### src/rtl/dct_blk_sched_pkg.sv
// Shared types and widths for the DCT block scheduler and its coefficient FIFO.
package dct_blk_sched_pkg;

    typedef enum logic [1:0] {
        IDLE = 2'd0,
        ERST = 2'd1,
        FEED = 2'd2,
        RUN  = 2'd3
    } state_e;

    localparam int SAMP_W    = 15;
    localparam int COEF_W    = 18;
    localparam int IDX_W     = 3;
    localparam int N_PTS_DEF = 16;

    typedef struct packed {
        logic [COEF_W-1:0] coef;
        logic [IDX_W-1:0]  idx;
        logic              last;
    } coef_ent_t;

endpackage

### src/rtl/dct_blk_sched_if.sv
// Sample-in and coefficient-out stream bundle for the DCT block scheduler.
interface dct_blk_sched_if;
    import dct_blk_sched_pkg::*;

    logic              s_valid;
    logic              s_ready;
    logic [SAMP_W-1:0] s_data;
    logic              m_valid;
    logic              m_ready;
    logic [COEF_W-1:0] m_data;
    logic [IDX_W-1:0]  m_idx;
    logic              m_last;

    modport master (output s_valid, s_data, m_ready,
                    input  s_ready, m_valid, m_data, m_idx, m_last);
    modport slave  (input  s_valid, s_data, m_ready,
                    output s_ready, m_valid, m_data, m_idx, m_last);

endinterface

### src/rtl/dct_coef_fifo.sv
// Synchronous coefficient FIFO with registered head outputs and a free-slot count.
module dct_coef_fifo
    import dct_blk_sched_pkg::*;
#(
    parameter int DEPTH = 8,
    parameter int CNT_W = $clog2(DEPTH + 1)
) (
    input  logic             clk,
    input  logic             rst,
    input  logic             push,
    input  coef_ent_t        push_ent,
    input  logic             pop,
    output logic             head_vld,
    output coef_ent_t        head_ent,
    output logic [CNT_W-1:0] free_cnt
);
    localparam int AW = (DEPTH > 1) ? $clog2(DEPTH) : 1;

    coef_ent_t        mem_q [DEPTH];
    logic [AW-1:0]    rd_q, rd_d, wr_q, wr_d;
    logic [CNT_W-1:0] cnt_q, cnt_d;
    logic             vld_q, vld_d;
    coef_ent_t        head_q, head_d;
    logic             do_pop;

    function automatic logic [AW-1:0] ptr_inc(input logic [AW-1:0] p);
        return (p == AW'(DEPTH - 1)) ? '0 : p + 1'b1;
    endfunction

    always_comb begin
        do_pop = pop && vld_q;
        rd_d   = do_pop ? ptr_inc(rd_q) : rd_q;
        wr_d   = push ? ptr_inc(wr_q) : wr_q;
        cnt_d  = cnt_q + CNT_W'(push) - CNT_W'(do_pop);
        vld_d  = (cnt_d != '0);
        head_d = '0;
        // A push into an otherwise empty FIFO becomes the head directly
        if (vld_d) head_d = (push && (wr_q == rd_d)) ? push_ent : mem_q[rd_d];
    end

    always_ff @(posedge clk) begin
        if (push) mem_q[wr_q] <= push_ent;
    end

    always_ff @(posedge clk) begin
        if (!rst) begin
            rd_q   <= '0;
            wr_q   <= '0;
            cnt_q  <= '0;
            vld_q  <= 1'b0;
            head_q <= '0;
        end else begin
            rd_q   <= rd_d;
            wr_q   <= wr_d;
            cnt_q  <= cnt_d;
            vld_q  <= vld_d;
            head_q <= head_d;
        end
    end

    assign head_vld = vld_q;
    assign head_ent = head_q;
    assign free_cnt = CNT_W'(DEPTH) - cnt_q;

endmodule

### src/rtl/dct_blk_sched.sv
// Ping-pong sample buffering and per-block sequencing of the serial DA DCT engine.
module dct_blk_sched
    import dct_blk_sched_pkg::*;
#(
    parameter int N_PTS       = N_PTS_DEF,
    parameter int NUM_COEF    = 4,
    parameter int OUT_DEPTH   = 8,
    parameter int TIMEOUT_CYC = 1024
) (
    input  logic              clk,
    input  logic              rst,
    dct_blk_sched_if.slave    sif,
    output logic              eng_rst,
    output logic [SAMP_W-1:0] eng_in,
    input  logic [COEF_W-1:0] eng_out,
    input  logic              eng_done,
    input  logic [IDX_W-1:0]  eng_k,
    output logic              busy,
    output logic              err_timeout
);
    localparam int CW = $clog2(N_PTS);
    localparam int KW = $clog2(NUM_COEF + 1);
    localparam int TW = $clog2(TIMEOUT_CYC);
    localparam int FW = $clog2(OUT_DEPTH + 1);

    logic [SAMP_W-1:0] bank_q [2][N_PTS];

    state_e            state_q, state_d;
    logic              fill_q, fill_d, next_q, next_d, proc_q, proc_d;
    logic [1:0]        full_q, full_d;
    logic [CW-1:0]     cnt_q, cnt_d, fc_q, fc_d;
    logic [KW-1:0]     coll_q, coll_d;
    logic [TW-1:0]     to_q, to_d;
    logic              err_q, err_d, eng_rst_q, eng_rst_d;
    logic [SAMP_W-1:0] eng_in_q, eng_in_d;

    logic              s_acc, push, rel;
    coef_ent_t         push_ent, head_ent;
    logic              head_vld;
    logic [FW-1:0]     free_cnt;

    assign sif.s_ready = rst && !full_q[fill_q];

    always_comb begin
        s_acc         = sif.s_valid && sif.s_ready;
        // Engine done is unreset, so it only counts while collecting
        push          = (state_q == RUN) && eng_done;
        push_ent.coef = eng_out;
        push_ent.idx  = eng_k;
        push_ent.last = (coll_q == KW'(NUM_COEF - 1));

        state_d = state_q;
        fill_d  = fill_q;
        next_d  = next_q;
        proc_d  = proc_q;
        full_d  = full_q;
        cnt_d   = cnt_q;
        fc_d    = fc_q;
        coll_d  = coll_q;
        to_d    = to_q;
        err_d   = err_q;
        rel     = 1'b0;

        if (s_acc) begin
            if (cnt_q == CW'(N_PTS - 1)) begin
                full_d[fill_q] = 1'b1;
                fill_d         = !fill_q;
                cnt_d          = '0;
            end else begin
                cnt_d = cnt_q + 1'b1;
            end
        end

        // next_q walks the banks in fill order, so the older full bank goes first
        case (state_q)
            IDLE: if (full_q[next_q] && (free_cnt >= FW'(NUM_COEF))) begin
                state_d = ERST;
                proc_d  = next_q;
                next_d  = !next_q;
            end
            ERST: begin
                state_d = FEED;
                fc_d    = '0;
            end
            FEED: if (fc_q == CW'(N_PTS - 1)) begin
                state_d = RUN;
                coll_d  = '0;
                to_d    = '0;
            end else begin
                fc_d = fc_q + 1'b1;
            end
            RUN: begin
                to_d = to_q + 1'b1;
                if (push) begin
                    coll_d = coll_q + 1'b1;
                    if (coll_q == KW'(NUM_COEF - 1)) begin
                        rel     = 1'b1;
                        state_d = IDLE;
                    end
                end
                if (!rel && (to_q == TW'(TIMEOUT_CYC - 1))) begin
                    err_d   = 1'b1;
                    rel     = 1'b1;
                    state_d = IDLE;
                end
            end
            default: state_d = IDLE;
        endcase

        if (rel) full_d[proc_q] = 1'b0;

        // Engine controls are registered against the next state so they line up with state_q
        eng_rst_d = !((state_d == FEED) || (state_d == RUN));
        eng_in_d  = (state_d == FEED) ? bank_q[proc_q][fc_d] : '0;
    end

    always_ff @(posedge clk) begin
        if (s_acc) bank_q[fill_q][cnt_q] <= sif.s_data;
    end

    always_ff @(posedge clk) begin
        if (!rst) begin
            state_q   <= IDLE;
            fill_q    <= 1'b0;
            next_q    <= 1'b0;
            proc_q    <= 1'b0;
            full_q    <= '0;
            cnt_q     <= '0;
            fc_q      <= '0;
            coll_q    <= '0;
            to_q      <= '0;
            err_q     <= 1'b0;
            eng_rst_q <= 1'b1;
            eng_in_q  <= '0;
        end else begin
            state_q   <= state_d;
            fill_q    <= fill_d;
            next_q    <= next_d;
            proc_q    <= proc_d;
            full_q    <= full_d;
            cnt_q     <= cnt_d;
            fc_q      <= fc_d;
            coll_q    <= coll_d;
            to_q      <= to_d;
            err_q     <= err_d;
            eng_rst_q <= eng_rst_d;
            eng_in_q  <= eng_in_d;
        end
    end

    dct_coef_fifo #(.DEPTH(OUT_DEPTH), .CNT_W(FW)) u_fifo (
        .clk      (clk),
        .rst      (rst),
        .push     (push),
        .push_ent (push_ent),
        .pop      (sif.m_ready),
        .head_vld (head_vld),
        .head_ent (head_ent),
        .free_cnt (free_cnt)
    );

    assign sif.m_valid = head_vld;
    assign sif.m_data  = head_ent.coef;
    assign sif.m_idx   = head_ent.idx;
    assign sif.m_last  = head_ent.last;
    assign eng_rst     = eng_rst_q;
    assign eng_in      = eng_in_q;
    assign busy        = (state_q != IDLE);
    assign err_timeout = err_q;

endmodule

### src/flat_wrapper.sv
// flat-port wrapper written by rule: the top's interface ports become plain ports
module dct_blk_sched_flat import dct_blk_sched_pkg::*;
#(
    parameter int N_PTS       = N_PTS_DEF,
    parameter int NUM_COEF    = 4,
    parameter int OUT_DEPTH   = 8,
    parameter int TIMEOUT_CYC = 1024
)
  (clk, rst, eng_rst, eng_in, eng_out, eng_done, eng_k, busy, err_timeout, sif_s_valid, sif_s_data, sif_m_ready, sif_s_ready, sif_m_valid, sif_m_data, sif_m_idx, sif_m_last);
  dct_blk_sched_if sif_i ();
  input  logic clk;
  input  logic rst;
  output logic eng_rst;
  output logic [SAMP_W-1:0] eng_in;
  input  logic [COEF_W-1:0] eng_out;
  input  logic eng_done;
  input  logic [IDX_W-1:0] eng_k;
  output logic busy;
  output logic err_timeout;
  input wire logic [$bits(sif_i.s_valid)-1:0] sif_s_valid;
  input wire logic [$bits(sif_i.s_data)-1:0] sif_s_data;
  input wire logic [$bits(sif_i.m_ready)-1:0] sif_m_ready;
  output wire logic [$bits(sif_i.s_ready)-1:0] sif_s_ready;
  output wire logic [$bits(sif_i.m_valid)-1:0] sif_m_valid;
  output wire logic [$bits(sif_i.m_data)-1:0] sif_m_data;
  output wire logic [$bits(sif_i.m_idx)-1:0] sif_m_idx;
  output wire logic [$bits(sif_i.m_last)-1:0] sif_m_last;
  assign sif_i.s_valid = sif_s_valid;
  assign sif_i.s_data = sif_s_data;
  assign sif_i.m_ready = sif_m_ready;
  assign sif_s_ready = sif_i.s_ready;
  assign sif_m_valid = sif_i.m_valid;
  assign sif_m_data = sif_i.m_data;
  assign sif_m_idx = sif_i.m_idx;
  assign sif_m_last = sif_i.m_last;
  dct_blk_sched #(.N_PTS(N_PTS), .NUM_COEF(NUM_COEF), .OUT_DEPTH(OUT_DEPTH), .TIMEOUT_CYC(TIMEOUT_CYC)) u_core (.clk(clk), .rst(rst), .sif(sif_i), .eng_rst(eng_rst), .eng_in(eng_in), .eng_out(eng_out), .eng_done(eng_done), .eng_k(eng_k), .busy(busy), .err_timeout(err_timeout));
endmodule
### config.mk
export PLATFORM = sky130hd
export DESIGN_NAME = dct_blk_sched_flat
export DESIGN_NICKNAME = d
export VERILOG_FILES = /design/src/rtl/dct_blk_sched_pkg.sv /design/src/rtl/dct_blk_sched_if.sv /design/src/rtl/dct_coef_fifo.sv /design/src/rtl/dct_blk_sched.sv /design/src/flat_wrapper.sv
export SDC_FILE = /design/constraint.sdc
export NUM_CORES = 1
export LEC_CHECK = 0
export CORE_AREA = 2 2 232 234
export DETAILED_ROUTE_END_ITERATION = 8
export DIE_AREA = 0 0 234 236
export PLACE_DENSITY = 0.72
export SYNTH_ARGS = -nofsm -noshare
export SYNTH_HDL_FRONTEND = slang
export SYNTH_SLANG_ARGS = --single-unit
### constraint.sdc
create_clock -name clk -period 7.8 [get_ports clk]
set_input_delay 1.56 -clock clk [delete_from_list [all_inputs] [get_ports clk]]
set_output_delay 1.56 -clock clk [all_outputs]
set_load 0.005 [all_outputs]
==> results of run 1 <==
-- worst min-delay path: stages (launching register included) --
cell and delay (ns):
dfxtp_1 0.33, a21oi_1 0.06, nor2_1 0.07
-- metal layers --
metal / vias up / routed length [µm] / part of all wire / track usage
met4: 0 / 1670 / 0.026 / 0.0800
met1: 8339 / 26900 / 0.42 / 0.337
li1: 7595 / - / - / -
met3: 102 / 5130 / 0.080 / 0.0406
met2: 736 / 30600 / 0.48 / 0.366
met5: - / 0 / 0 / 0
-- power by group through the flow --
stage	combinational [mW]	sequential, mW	clock, mW
after floorplan	0.400	4.48	0
after global placement	0.695	4.49	0
after detailed placement	0.716	4.49	0
after CTS	0.720	4.40	3.61
after global routing	0.769	4.41	3.77
final	0.708	4.40	3.57
-- stage by stage --
stage	cell area, µm²	instances	setup slack, ns	total power [mW]	hold WS [ns]
after floorplan	28600	1928	3.48	4.88	0.454
after global placement	30400	2649	2.99	5.18	0.468
after detailed placement	30400	2649	2.82	5.20	0.480
after CTS	32900	2780	3.02	8.74	0.494
after global routing	32900	2780	2.94	8.95	0.526
final	32900	2780	3.02	8.68	0.489
-- area by class of cell --
cell class | count | share of cell area
Clock inverter | 45 | 0.0151
Sequential cell | 735 | 0.647
Multi-Input combinational cell | 1063 | 0.212
Timing Repair Buffer | 136 | 0.0373
Inverter | 19 | 0.00217
Tap cell | 696 | 0.0265
Clock buffer | 86 | 0.0593
-- cells by family after synthesis --
logic type / Yosys count
muxes: 93
adders and majority gates: 22
and+or+nand+nor: 713
DFF: 735
buffers and inverters: 130
AOI/OAI and AO/OA: 216
xor gates and xnor gates: 19
-- sequential cells by signal (all words and copies together) (netlist names), 2 cells and up, named ones only --
| register | count |
|---|---|
| u_core.cnt_q | 4 |
| u_core.u_fifo.wr_q | 3 |
| u_core.fc_q | 4 |
| u_core.bank_q | 480 |
| u_core.u_fifo.mem_q | 176 |
| u_core.eng_in | 15 |
| u_core.u_fifo.head_ent | 22 |
| u_core.u_fifo.cnt_q | 4 |
| u_core.coll_q | 3 |
| u_core.to_q | 10 |
| u_core.u_fifo.rd_q | 3 |
| u_core.full_q | 2 |
| u_core.state_q | 2 |
-- path summary, 6_finish.rpt --
path	from	endpoint	slack, ns	cells past startpoint
setup / recovery	rst	sif_s_ready	3.02	3
hold / removal	u_core.coll_q[2]$_SDFFE_PN0P_	u_core.coll_q[2]$_SDFFE_PN0P_	0.49	2
setup reg to reg	u_core.state_q[0]$_SDFF_PN0_	u_core.eng_in[9]$_SDFF_PN0_	3.19	10
hold reg to reg	u_core.coll_q[2]$_SDFFE_PN0P_	u_core.coll_q[2]$_SDFFE_PN0P_	0.49	2
-- placed cells by master, fill, tap and decap left out, types with 36 or more instances in the layout --
cell	Yosys	routed
dfxtp_1	79	78
buf_4	2	54
and3_1	77	77
edfxtp_1	656	656
nand2_1	293	291
clkdlybuf4s50_1	0	82
nor2_1	99	93
mux2i_1	47	46
nand4_1	36	36
mux4_2	44	44
a211oi_1	93	93
nand3_1	125	125
clkbuf_16	0	75
==> impl_metrics.ini, run 1 <==
[run_status]
outcome = finished clean

[cells_and_area]
drive_gt1_frac = 0.128
ff_latch_area_um2 = 21300
nets = 2091
nFillCells = 3741
multi_input_area_um2 = 6980
fin_util = 0.620
insertedDiodeCount = 0
syn_to_final_growth_pct = 14.8

[logic_synthesis]
yosysTopAreaCell = edfxtp_1
ys_warn_count = 0
synth_compound_area_frac = 0.0546
synth_top_area_frac = 0.688
syn_area_um2 = 28600
ys_types = 64
synth_xor_area_frac = 0.00581
synthAdderAreaFrac = 0.00987
synthCells = 1928
yosysMostFrequentCell = edfxtp_1
synth-edff-count = 656
yosys-top-cells-count = edfxtp_1 (656), nand2_1 (293), nand3_1 (125)
synth-main-ff-cell = edfxtp_1
synth_top_family_by_area = simple AND/OR/NAND/NOR gates
syn_nets = 1991
synthMuxAreaShare = 0.0520
async_reset_ff_frac = 0
synth-seq-cells = 735
synth-seq-area-share = 0.743
syn_avg_cell_area_um2 = 14.9
synthSimpleGateAreaFrac = 0.116
synth.area.top_cells = edfxtp_1 (69%), dfxtp_1 (5.5%), nand2_1 (3.8%)

[floorplan]
rows = 85
io-pin-count = 83
initial_utilization = 0.540
die_x_um = 234
die_y_um = 236
core_area_um2 = 53100
design.die.area_um2 = 55200

[critical_path]
crit_top_cell = clkdlybuf4s50_1
crit_type = in2out
cp_max_fo = 11
slowest_stage = clkdlybuf4s50_1
critPathLaunchType = input port
critPathCaptureType = output port
crit_family = buffers and inverters
cp_cell_sequence = clkdlybuf4s50_1, and2_1, clkdlybuf4s50_1
crit_required_ns = 6.24
slowest_delay_ns = 0.85
arrival_ns = 3.22
critical_path_buf_inv_count = 2

[timing]
setup-tns-final_ns = 0
max_freq_ghz = 0.209
finalHoldViolCount = 0
worst_pin_slew_ns = 1.36
min_period_ns = 4.78
setup_violations = 0
fin_skew_ns = 0.0168
slew_headroom = 0.0869
rsz0062_at_grt = false
maxSlewViolCount = 0
period_share = 0.612

[pwr]
max-vdd-ir-drop_mv = 0.209
power_density_nw_per_um2 = 264
p_sw_frac = 0.216
internal_power_mw = 6.81
p_comb_frac = 0.082
pwr-share-clk = 0.411
p_leak_nw = 10.9
switchingPower_mw = 1.87
seqPwrFrac = 0.507

[grt]
antenna_found_initial = 1
grt_usage = 0.235
gr-total-overflow = 0
grt_max_degree = 92
grt_pass1_vias = 16400
grt_pass1_wl_um = 97500

[clock_network]
cts_sinks = 735
htreeDepth = 3
ctsRootBufferMaster = clkbuf_16
cts_buffers = 73
clock_latency_ns = 0.62
clk_pin_slew_worst_paths_ns = 0.06
cts-hold-fix-buffers = 0
cts_tree = built
cts_max_path_buffers = 3
post_cts_buffers = 0
post_cts_resized = 0

[placement]
portBuffers = 82
dp_hpwl_um = 37500
gp_congestion = 0.848

[route]
drt-initial-drc-count = 1751
ant_nets = 0
drtPass1Iterations = 5
drc_errors = 0
viasPerCell = 6.03
vias = 16800
post_drt_wl_per_cell_um = 23.1
drt_wl_total_um = 64300

[worst_hold_path]
hold_path_class = reg2reg

[flow_run]
drv_cap = 0
Note: power is estimated with default switching activity, not from simulation.
==> run 2: changes to the inputs <==
--- a/config.mk
+++ b/config.mk
@@ -8,7 +8,7 @@
 export CORE_AREA = 2 2 232 234
 export DETAILED_ROUTE_END_ITERATION = 8
 export DIE_AREA = 0 0 234 236
-export PLACE_DENSITY = 0.72
+export PLACE_DENSITY = 0.75
 export SYNTH_ARGS = -nofsm -noshare
 export SYNTH_HDL_FRONTEND = slang
 export SYNTH_SLANG_ARGS = --single-unit
==> constraint.sdc (replaced) <==
create_clock -name clk -period 3.84 [get_ports clk]
set_input_delay 0.768 -clock clk [delete_from_list [all_inputs] [get_ports clk]]
set_output_delay 0.768 -clock clk [all_outputs]
set_load 0.005 [all_outputs]
==> impl_metrics.ini, run 2 (synthesized netlist as in run 1, its figures left out) <==
[flow_run]
drv_cap = 0

[worst_hold_path]
hold_end = u_core.to_q[1]$_SDFFE_PN0P_
hold_path_class = reg2reg
whs_path_depth = 2
min_from = u_core.to_q[1]$_SDFFE_PN0P_

[timing]
setup_violations = 0
worst_pin_slew_ns = 1.25
slew_headroom = 0.166
rsz0062_at_grt = false
max_freq_ghz = 0.287
setup-tns-final_ns = 0
maxSlewViolCount = 0
fin_skew_ns = 0.0227
min_period_ns = 3.49
holdWs_ns = 0.498
finalHoldViolCount = 0
fin_ws_ns = 0.354
period_share = 0.908

[floorplan]
die_y_um = 236
io-pin-count = 83
initial_utilization = 0.540
rows = 85
die_x_um = 234
design.die.area_um2 = 55200
core_area_um2 = 53100

[route]
drt-initial-drc-count = 2149
post_drt_wl_per_cell_um = 23.6
drt_wl_total_um = 66900
viasPerCell = 6.10
vias = 17300
drc_errors = 0
drtPass1Iterations = 5
ant_nets = 0

[critical_path]
reg2regPathDepth = 10
critPathCaptureType = register
critPathLaunchType = register
arrival_ns = 4.00
cp_max_fo = 18
r2r_start = u_core.state_q[1]$_SDFF_PN0_
crit_type = reg2reg
worst-r2r-setup-slack_ns = 0.35
r2r_end = u_core.eng_in[0]$_SDFF_PN0_
crit_required_ns = 4.36

[cells_and_area]
nFillCells = 3644
drive_gt1_frac = 0.145
mostFrequentLayoutCells = edfxtp_1 (656), nand2_1 (291), nand3_1 (125), buf_4 (98), nor2_1 (95)
nets = 2142
largest_reg_flops = 480
syn_to_final_growth_pct = 16.5
insertedDiodeCount = 0
final_area_um2 = 33400
regMostFlops = u_core.bank_q
fin_util = 0.629
final_common_cell = edfxtp_1
stdcell_count = 2834

[clock_network]
clock_latency_ns = 0.62
ctsRootBufferMaster = clkbuf_16
cts-hold-fix-buffers = 0
post_cts_resized = 0
cts_sinks = 735
cts_max_path_buffers = 3
htreeDepth = 3
cts_buffers = 73
post_cts_buffers = 0
cts_tree = built
clk_pin_slew_worst_paths_ns = 0.06

[placement]
place_ws_ns = 0.428
place_area_um2 = 30900
dp_hpwl_um = 39300
portBuffers = 82
place_inst = 2700
gp_congestion = 0.836

[grt]
grt_max_degree = 93
grt_usage = 0.245
grt_pass1_wl_um = 101000
gr-total-overflow = 0
grt_pass1_vias = 17000
antenna_found_initial = 0

[pwr]
max-vdd-ir-drop_mv = 0.469
power_density_nw_per_um2 = 534
fin_total_pwr_mw = 17.8
p_leak_nw = 11.2

[run_status]
outcome = finished clean
==> run 2: how the worst max path moves through the flow <==
stage | start | to | slack, ns | cells after the start
final | u_core.state_q[1]$_SDFF_PN0_ | u_core.eng_in[0]$_SDFF_PN0_ | 0.35 | 10
after global routing | u_core.state_q[0]$_SDFF_PN0_ | u_core.eng_in[13]$_SDFF_PN0_ | 0.18 | 10
after CTS | u_core.state_q[0]$_SDFF_PN0_ | u_core.eng_in[0]$_SDFF_PN0_ | 0.44 | 10
after detailed placement | eng_done | u_core.u_fifo.head_ent[18]$_SDFF_PN0_ | 0.43 | 13
after global placement | eng_done | u_core.u_fifo.head_ent[11]$_SDFF_PN0_ | 0.49 | 13
after floorplan | eng_done | u_core.u_fifo.mem_q[0][0]$_DFFE_PP_ | 0.32 | 2
==> run 2: final cells by class <==
cell class,instances,area [µm²],share of cell area
Clock buffer,94,1970,0.0589
Multi-Input combinational cell,1063,6960,0.209
Sequential cell,735,21300,0.638
Timing Repair Buffer,187,1700,0.0508
Inverter,19,71.3,0.00214
Clock inverter,40,523,0.0157
Tap cell,696,871,0.0261
==> run 2: layer usage <==
| metal | up-vias | wire (µm) | track usage |
|---|---|---|---|
| li1 | 7690 | - | - |
| met2 | 837 | 33100 | 0.396 |
| met3 | 115 | 5330 | 0.0398 |
| met5 | - | 0 | 0 |
| met1 | 8643 | 26800 | 0.341 |
| met4 | 0 | 1640 | 0.0834 |
==> run 2: worst max-delay path, cell delays in order (launching register included) <==
cell and delay [ns]:
dfxtp_1 0.39, inv_1 0.11, ha_1 0.46, and3b_1 0.22
nand2_1 0.42, nand4_2 0.37, buf_4 0.24, a211oi_1 0.07
nor4_1 0.62, nand4_1 0.29, o32ai_1 0.21
==> run 2: power by group <==
group	switching, mW	leakage (nW)	total [mW]	internal (mW)
clock	2.98	1.21	7.38	4.39
sequential	0.0907	6.54	8.94	8.85
combinational	0.738	3.48	1.51	0.771
total	3.81	11.2	17.8	14.0
